`config.mk`:
```
export PLATFORM = sky130hd
export DESIGN_NAME = board_scan
export DESIGN_NICKNAME = d
export VERILOG_FILES = /design/src/rtl/board_scan.sv
export SDC_FILE = /design/constraint.sdc
export NUM_CORES = 1
export LEC_CHECK = 0
export CAP_MARGIN = 30
export CORE_UTILIZATION = 50
export CTS_CLUSTER_SIZE = 30
export DETAILED_ROUTE_END_ITERATION = 8
export PLACE_DENSITY = 0.76
export SYNTH_ARGS = -nofsm -noshare
export SYNTH_HDL_FRONTEND = slang
export SYNTH_SLANG_ARGS = --single-unit
```
`constraint.sdc`:
```
create_clock -name clk -period 2.13 [get_ports clk]
set_input_delay 0.426 -clock clk [delete_from_list [all_inputs] [get_ports clk]]
set_output_delay 0.426 -clock clk [all_outputs]
set_load 0.005 [all_outputs]
```
`src/rtl/board_scan.sv`:
```
// board_scan: sweeps all board cells through the mine/reveal/flag memory read
// ports, accumulates game statistics and publishes a coherent snapshot once
// per completed sweep.
module board_scan #(
    parameter int unsigned CELLS  = 256,
    parameter int unsigned ADDR_W = 8,
    parameter int unsigned CNT_W  = 9
) (
    input  logic              clk,
    input  logic              rst,
    input  logic              start,
    input  logic              scan_en,
    output logic [ADDR_W-1:0] rd_addr,
    output logic              rd_en,
    input  logic              mine_q,
    input  logic              revealed_q,
    input  logic              flag_q,
    output logic [CNT_W-1:0]  reveal_safe_count,
    output logic [CNT_W-1:0]  flag_count,
    output logic              mine_revealed,
    output logic              busy,
    output logic              scan_done
);

    // The sweep end is the natural address wrap, so the cell count must match.
    if (CELLS != (1 << ADDR_W)) begin : g_bad_cells
        $error("board_scan: CELLS must equal 2**ADDR_W");
    end

    typedef enum logic [1:0] {
        StIdle,
        StRead,
        StDrain,
        StPublish
    } state_e;

    state_e             state;
    logic               valid_q;
    logic [CNT_W-1:0]   safe_acc;
    logic [CNT_W-1:0]   flag_acc;
    logic               mine_acc;
    logic [CNT_W-1:0]   safe_d;
    logic [CNT_W-1:0]   flag_d;
    logic               mine_d;
    logic [ADDR_W:0]    addr_inc;

    // Carry out of the address increment marks the last cell of the sweep.
    assign addr_inc = {1'b0, rd_addr} + {{ADDR_W{1'b0}}, 1'b1};

    // Next accumulator values: fold in memory data returned for last cycle's read.
    always_comb begin
        safe_d = safe_acc;
        flag_d = flag_acc;
        mine_d = mine_acc;
        if (valid_q) begin
            safe_d = safe_acc + CNT_W'(revealed_q & ~mine_q);
            flag_d = flag_acc + CNT_W'(flag_q & ~revealed_q);
            mine_d = mine_acc | (revealed_q & mine_q);
        end
    end

    // Sweep FSM with registered read port, accumulators and published snapshot.
    always_ff @(posedge clk) begin
        if (rst) begin
            state             <= StIdle;
            rd_addr           <= '0;
            rd_en             <= 1'b0;
            valid_q           <= 1'b0;
            busy              <= 1'b0;
            scan_done         <= 1'b0;
            safe_acc          <= '0;
            flag_acc          <= '0;
            mine_acc          <= 1'b0;
            reveal_safe_count <= '0;
            flag_count        <= '0;
            mine_revealed     <= 1'b0;
        end else begin
            valid_q   <= rd_en;
            scan_done <= 1'b0;
            safe_acc  <= safe_d;
            flag_acc  <= flag_d;
            mine_acc  <= mine_d;
            unique case (state)
                StIdle: begin
                    if (start || scan_en) begin
                        state    <= StRead;
                        rd_en    <= 1'b1;
                        rd_addr  <= '0;
                        busy     <= 1'b1;
                        safe_acc <= '0;
                        flag_acc <= '0;
                        mine_acc <= 1'b0;
                    end
                end
                StRead: begin
                    rd_addr <= addr_inc[ADDR_W-1:0];
                    if (addr_inc[ADDR_W]) begin
                        state <= StDrain;
                        rd_en <= 1'b0;
                    end
                end
                StDrain: begin
                    // Publish includes the final cell's data arriving this cycle.
                    reveal_safe_count <= safe_d;
                    flag_count        <= flag_d;
                    mine_revealed     <= mine_d;
                    scan_done         <= 1'b1;
                    state             <= StPublish;
                end
                StPublish: begin
                    if (scan_en) begin
                        state    <= StRead;
                        rd_en    <= 1'b1;
                        rd_addr  <= '0;
                        safe_acc <= '0;
                        flag_acc <= '0;
                        mine_acc <= 1'b0;
                    end else begin
                        state <= StIdle;
                        busy  <= 1'b0;
                    end
                end
                default: state <= StIdle;
            endcase
        end
    end

endmodule

```
# Yosys cells after proc, flatten, opt, wreduce, memory -nomap -nowiden
# Cells that the tools add are included.
[op_classes]
bitwise_logic = 6
eq_ne = 7
n_mux = 26
addsub = 3
n_reduce_logical = 8
[ops]
columns = ["op", "count"]
rows = [
  ["$mux W9", 6],
  ["$pmux W9 S2", 2],
  ["$pmux W8 S3", 1],
  ["$add A9 B9 Y9", 2],
  ["$and A1 B9 Y9", 2],
  ["$not A1 Y9", 2],
  ["$mux W8", 2],
  ["$add A8 B1 Y9 const B", 1],
  ["$mux W1", 9],
  ["$ne A2 B2 Y1 const B", 4],
  ["$pmux W2 S4", 1],
  ["$reduce_and A3 Y1", 2],
  ["$eq A2 B2 Y1 const B", 2],
  ["$mux W2", 2],
  ["$pmux W1 S2", 2],
  ["$reduce_and A4 Y1", 1],
  ["$pmux W1 S3", 1],
  ["$reduce_bool A3 Y1", 1],
  ["$eq A2 B1 Y1 const B", 1],
  ["$logic_not A2 Y1", 1],
  ["$reduce_and A2 Y1", 1],
  ["$reduce_bool A2 Y1", 1],
  ["$and A1 B1 Y1", 1],
  ["$logic_or A1 B1 Y1", 1],
  ["$or A1 B1 Y1", 1],
]
[totals]
inputBits = 7
ff_bits = 52
output_inout_bits = 30
wordCells = 62

# Longest topological paths before layout
# Gate-level depths: netlist of run 1.
[logic_depth]
word_depth = 6
ltp_mapped = 7
mapped_depth_nobuf = 7

# Least setup slack after synthesis of run 1
# No wires, ideal clock.
[synth_timing]
kind = "reg2reg"
startpoint = "reg state[0]"
endpoint = "reg rd_en"
path_stages_with_launch = 8
n_path_buf = 1
slack_ns = 0.541
period_less_slack_ns = 1.589
arrival_time_ns = 1.455
required_time_ns = 1.997
setup_ns = 0.133
path_cell_list = "dfxtp_1 > inv_1 > ha_1 > nand2b_1 > a21oi_1 > buf_2 > o41ai_1 > o41ai_1"
[synth_between]
elab_chain_cells = 3
word_cells_on_any_way = 9
cone_classes = "eq/ne: 5; mux: 1; reduce/logical: 3"
[synth_rtl]
columns = ["item", "line_no", "rtl"]
rows = [
  ["start, declared", "37", "state_e state;"],
  ["start signal, assigned", "65", "state <= StIdle;"],
  ["start signal, assigned", "86", "state <= StRead;"],
  ["start signal, assigned", "98", "state <= StDrain;"],
  ["$eq A2 B1 Y1 (tied with other cells)", "83", "unique case (state)"],
  ["$ne A2 B2 Y1 (no line) or $reduce_bool A3 Y1 (tied branches)", "--", ""],
  ["$reduce_and A4 Y1 (no line)", "--", ""],
  ["end signal, assigned", "87", "rd_en <= 1'b1;"],
  ["end signal, assigned", "99", "rd_en <= 1'b0;"],
  ["end signal, assigned", "113", "rd_en <= 1'b1;"],
  ["end, declared", "14", "output logic rd_en,"],
]
# Several ways; a longest one is shown, not always the timed one.
# A chain may end at the register's enable or synchronous reset.

# Worst setup path in the final report of run 1
[layout_timing]
startpoint = "reg state[0]"
endpoint = "reg flag_acc[2]"
[layout_between]
elab_chain_cells = 2
word_cells_on_any_way = 3
cone_classes = "eq/ne: 1; mux: 1; reduce/logical: 1"
[layout_rtl]
columns = ["item", "line_no", "rtl"]
rows = [
  ["$eq A2 B2 Y1 or $logic_not A2 Y1 (tied branches)", "83", ""],
  ["$pmux W9 S2 (*)", "83", ""],
  ["end signal, assigned", "81", "flag_acc <= flag_d;"],
  ["end, declared", "40", "logic [CNT_W-1:0] flag_acc;"],
]
# Mark *: on every way between the ends. The rest lies on a longest branch, timed or not.

==> flow_summary.ini, run 1 <==
[global_route]
antenna_found_initial = 0
grt_pass1_wl_um = 7420
grt_overflow_total = 0
groute.layer.met3.usage = 0.0395
groute.layer.met1.usage = 0.271
number_of_global_route_vias_before_repair = 1683
groute.layer.met2.usage = 0.342
groute.usage.overall = 0.205
globalRoute.busiestLayer = met2
maximum_number_of_pins_on_one_net_before_global_route_repair = 40

[sta]
timing.fmax_ghz = 0.533
clock-skew-final_ns = 0.00409
fin_tns_setup_ns = 0
max_slew.worst_pin.slew_ns = 0.783
min_period_over_period = 0.880
slew_headroom = 0.478
hold_viol = 0
final_worst_path_period_need_ns = 1.87
grt_setup_unrepaired = false
final_max_slew_viol_count = 0
finalSetupViolCount = 0

[placement]
routabilityCongestion = 0.791
detailed_place.area_mm2 = 0.00265
detailed_place_hpwl_um = 2960
place.detailed.instances = 320
portBuffers = 36

[power_and_ir_drop]
power_density_mw_per_mm2 = 1100
p_sw_frac = 0.330
leakage_nw = 0.948
portion_of_total_power_attributed_to_combinational_logic = 0.385
irDropWorstVdd_mv = 0.632
p_int_mw = 2.03
p_sw_mw = 0.996
clock_power_share = 0.191
p_seq_frac = 0.424

[finish]
seq_area_mm2 = 0.00104
mostFrequentLayoutCells = sky130_fd_sc_hd__dfxtp_1, sky130_fd_sc_hd__nor2_1, sky130_fd_sc_hd__clkdlybuf4s50_1, sky130_fd_sc_hd__a211oi_1, sky130_fd_sc_hd__xor2_1
synthToLayoutAreaGrowth_pct = 23.0
nNetsFinal = 294
diodes = 0
leading_cell_type_in_the_layout_fill_and_taps_excluded = sky130_fd_sc_hd__dfxtp_1
final.fill_count = 374
instances_no_fill = 328
post_route_cells_drive_above_1_share = 0.0755
multi_input_area_mm2 = 0.00110
final_cell_area_mm2 = 0.00274

[worst_setup_path]
slowest_delay_ns = 0.62
worstPathCellList = inv_1 > ha_1 > nand2b_1 > a21oi_1 > o21ai_2 > nor2_1
cp-end-kind = flip-flop
critPathTopFamily = compound AO/OA/AOI/OAI gates
worst_ep_required_time_ns = 2.28
cpMaxStageDelayCell = sky130_fd_sc_hd__o21ai_2
crit_type = reg -> reg
path_max_fanout = 19
critPathArrivalTime_ns = 2.03
timing.critical_path.from_type = flip-flop
crit_buf_inv = 1

[cts]
cts_max_level = 2
cts.sinks = 52
cts_setup_buffers = 0
path_clk_slew_ns = 0.09
clock_tree_from_tritoncts = built
ctsLongestPathBuffers = 2
cts_buffers = 5
post_cts.resized_instances = 0
clk-insertion-delay-late_ns = 0.30
clockRootBuffer = sky130_fd_sc_hd__clkbuf_8
cts_hold_buffers = 0

[logic_synthesis]
synthesis.area_per_instance_um2 = 9.28
syn_inst_count = 240
ys_dominant_reg_cell = sky130_fd_sc_hd__dfxtp_1
post-synth-top-area-cell = sky130_fd_sc_hd__dfxtp_1
area_share_of_the_leading_cell_type_in_the_synthesized_netlist = 0.467
yosysSeqAreaShare = 0.467
synth_async_sr_flop_share = 0
yosys_register_bits = 52
synth.cell_area_mm2 = 0.00223
syn_nets = 257
netlist-cell-type-count = 42
post_synth_main_area_contributors = sky130_fd_sc_hd__dfxtp_1, sky130_fd_sc_hd__a211oi_1, sky130_fd_sc_hd__nor2_1
synth_edf_count = 0
synth-warning-count = 0

[drt]
wl_per_cell_um = 13.1
antenna_left = 0
drt-initial-drc-count = 135
vias_per_cell = 5.47
remaining_drc_errors = 0
drt_pass1_iterations = 4
dr_total_vias = 1795
drt-total-wl_um = 4300

[worst_hold_path]
min_path_type = reg -> reg

[floorplan]
initial_utilization = 0.537
ioPinCount = 37
floorplan.die.width_um = 68.7
placeableCoreArea_mm2 = 0.00414
floorplan.rows = 23
design.die.area_mm2 = 0.00473
dieHeight_um = 68.7

[flow_run]
count_of_max_cap_constraint_violations = 0

[outcome]
outcome = complete, no violations
## power by group through the flow
stage	logic, mW	clock network [mW]	registers [mW]
3_5_place_dp	1.17	0	1.31
3_3_place_gp	1.15	0	1.30
4_1_cts	1.17	0.587	1.29
2_1_floorplan	0.672	0	1.31
5_1_grt	1.31	0.625	1.32
6_report	1.16	0.578	1.28
## Yosys cell counts (3+ instances only)
cell type,count
sky130_fd_sc_hd__o32ai_1,3
sky130_fd_sc_hd__inv_1,7
sky130_fd_sc_hd__dfxtp_1,52
sky130_fd_sc_hd__nor2_1,42
sky130_fd_sc_hd__o41ai_1,3
sky130_fd_sc_hd__a211oi_1,22
sky130_fd_sc_hd__nor2b_1,7
sky130_fd_sc_hd__a21oi_1,6
sky130_fd_sc_hd__clkbuf_1,8
sky130_fd_sc_hd__xnor2_1,3
sky130_fd_sc_hd__nand3_1,9
sky130_fd_sc_hd__nand2_1,11
sky130_fd_sc_hd__nand4_1,5
sky130_fd_sc_hd__buf_2,4
sky130_fd_sc_hd__mux2i_1,4
sky130_fd_sc_hd__xor2_1,12
sky130_fd_sc_hd__o21ai_0,4
sky130_fd_sc_hd__ha_1,10
## final timing paths
| path | from | endpoint | slack (ns) | cells past startpoint |
|---|---|---|---|---|
| hold / removal | mine_acc | mine_acc | 0.48 | 2 |
| hold reg to reg | mine_acc | mine_acc | 0.48 | 2 |
| setup reg to reg | state[0] | flag_acc[2] | 0.26 | 6 |
| setup / recovery | state[0] | flag_acc[2] | 0.26 | 6 |
## state kept, by name (all words and copies together) (netlist names)
signal             count
rd_addr                8
reveal_safe_count      9
state                  2
flag_count             9
valid_q                1
rd_en                  1
flag_acc               9
mine_acc               1
scan_done              1
mine_revealed          1
safe_acc               9
busy                   1
## cell type report
cell class / instances / share of cell area
inverter: 8 / 0.0110
tap: 50 / 0.0228
multi-input combinational: 167 / 0.401
sequential: 52 / 0.380
clock buffer: 7 / 0.0315
clock inverter: 1 / 0.00274
timing repair buffer: 43 / 0.151
## routing by layer
layer | vias to the layer above | share of wire
li1 | 922 | -
met1 | 832 | 0.49
met2 | 34 | 0.47
met3 | 7 | 0.037
met4 | 0 | 0.0067
met5 | - | 0
## logic make-up after synthesis
kind of cell | count (synthesis) | synth area share
buffers and inverters | 21 | 0.0393
adders and majority gates | 10 | 0.0562
and+or+nand+nor | 88 | 0.193
AOI/OAI and AO/OA | 49 | 0.162
muxes | 5 | 0.0230
DFF | 52 | 0.467
xor gates and xnor gates | 15 | 0.0590
## worst register-to-register path: cells and delay by family, from the launching register on
| family | cells | cell delay [ns] |
|---|---|---|
| compound gates | 2 | 0.72 |
| fa+ha+maj | 1 | 0.24 |
| buf+inv | 1 | 0.12 |
| flops | 1 | 0.40 |
| simple gates | 2 | 0.25 |
## through the flow
step | util | setup slack [ns] | total power, mW | hold WS (ns)
2_1_floorplan | - | 0.541 | 1.98 | 0.439
3_3_place_gp | 0.638 | 0.0420 | 2.45 | 0.453
3_5_place_dp | 0.638 | -0.0185 | 2.47 | 0.460
4_1_cts | 0.661 | 0.217 | 3.05 | 0.481
5_1_grt | 0.661 | 0.0489 | 3.25 | 0.514
6_report | 0.661 | 0.255 | 3.02 | 0.477
No activity file was read; power rests on OpenSTA's default activity.
==> inputs of run 2 (changes only) <==
HOLD_SLACK_MARGIN = 0.15   (was default)
==> results of run 2 <==
The final DEF is identical to that of run 1; final timing and power are the same.
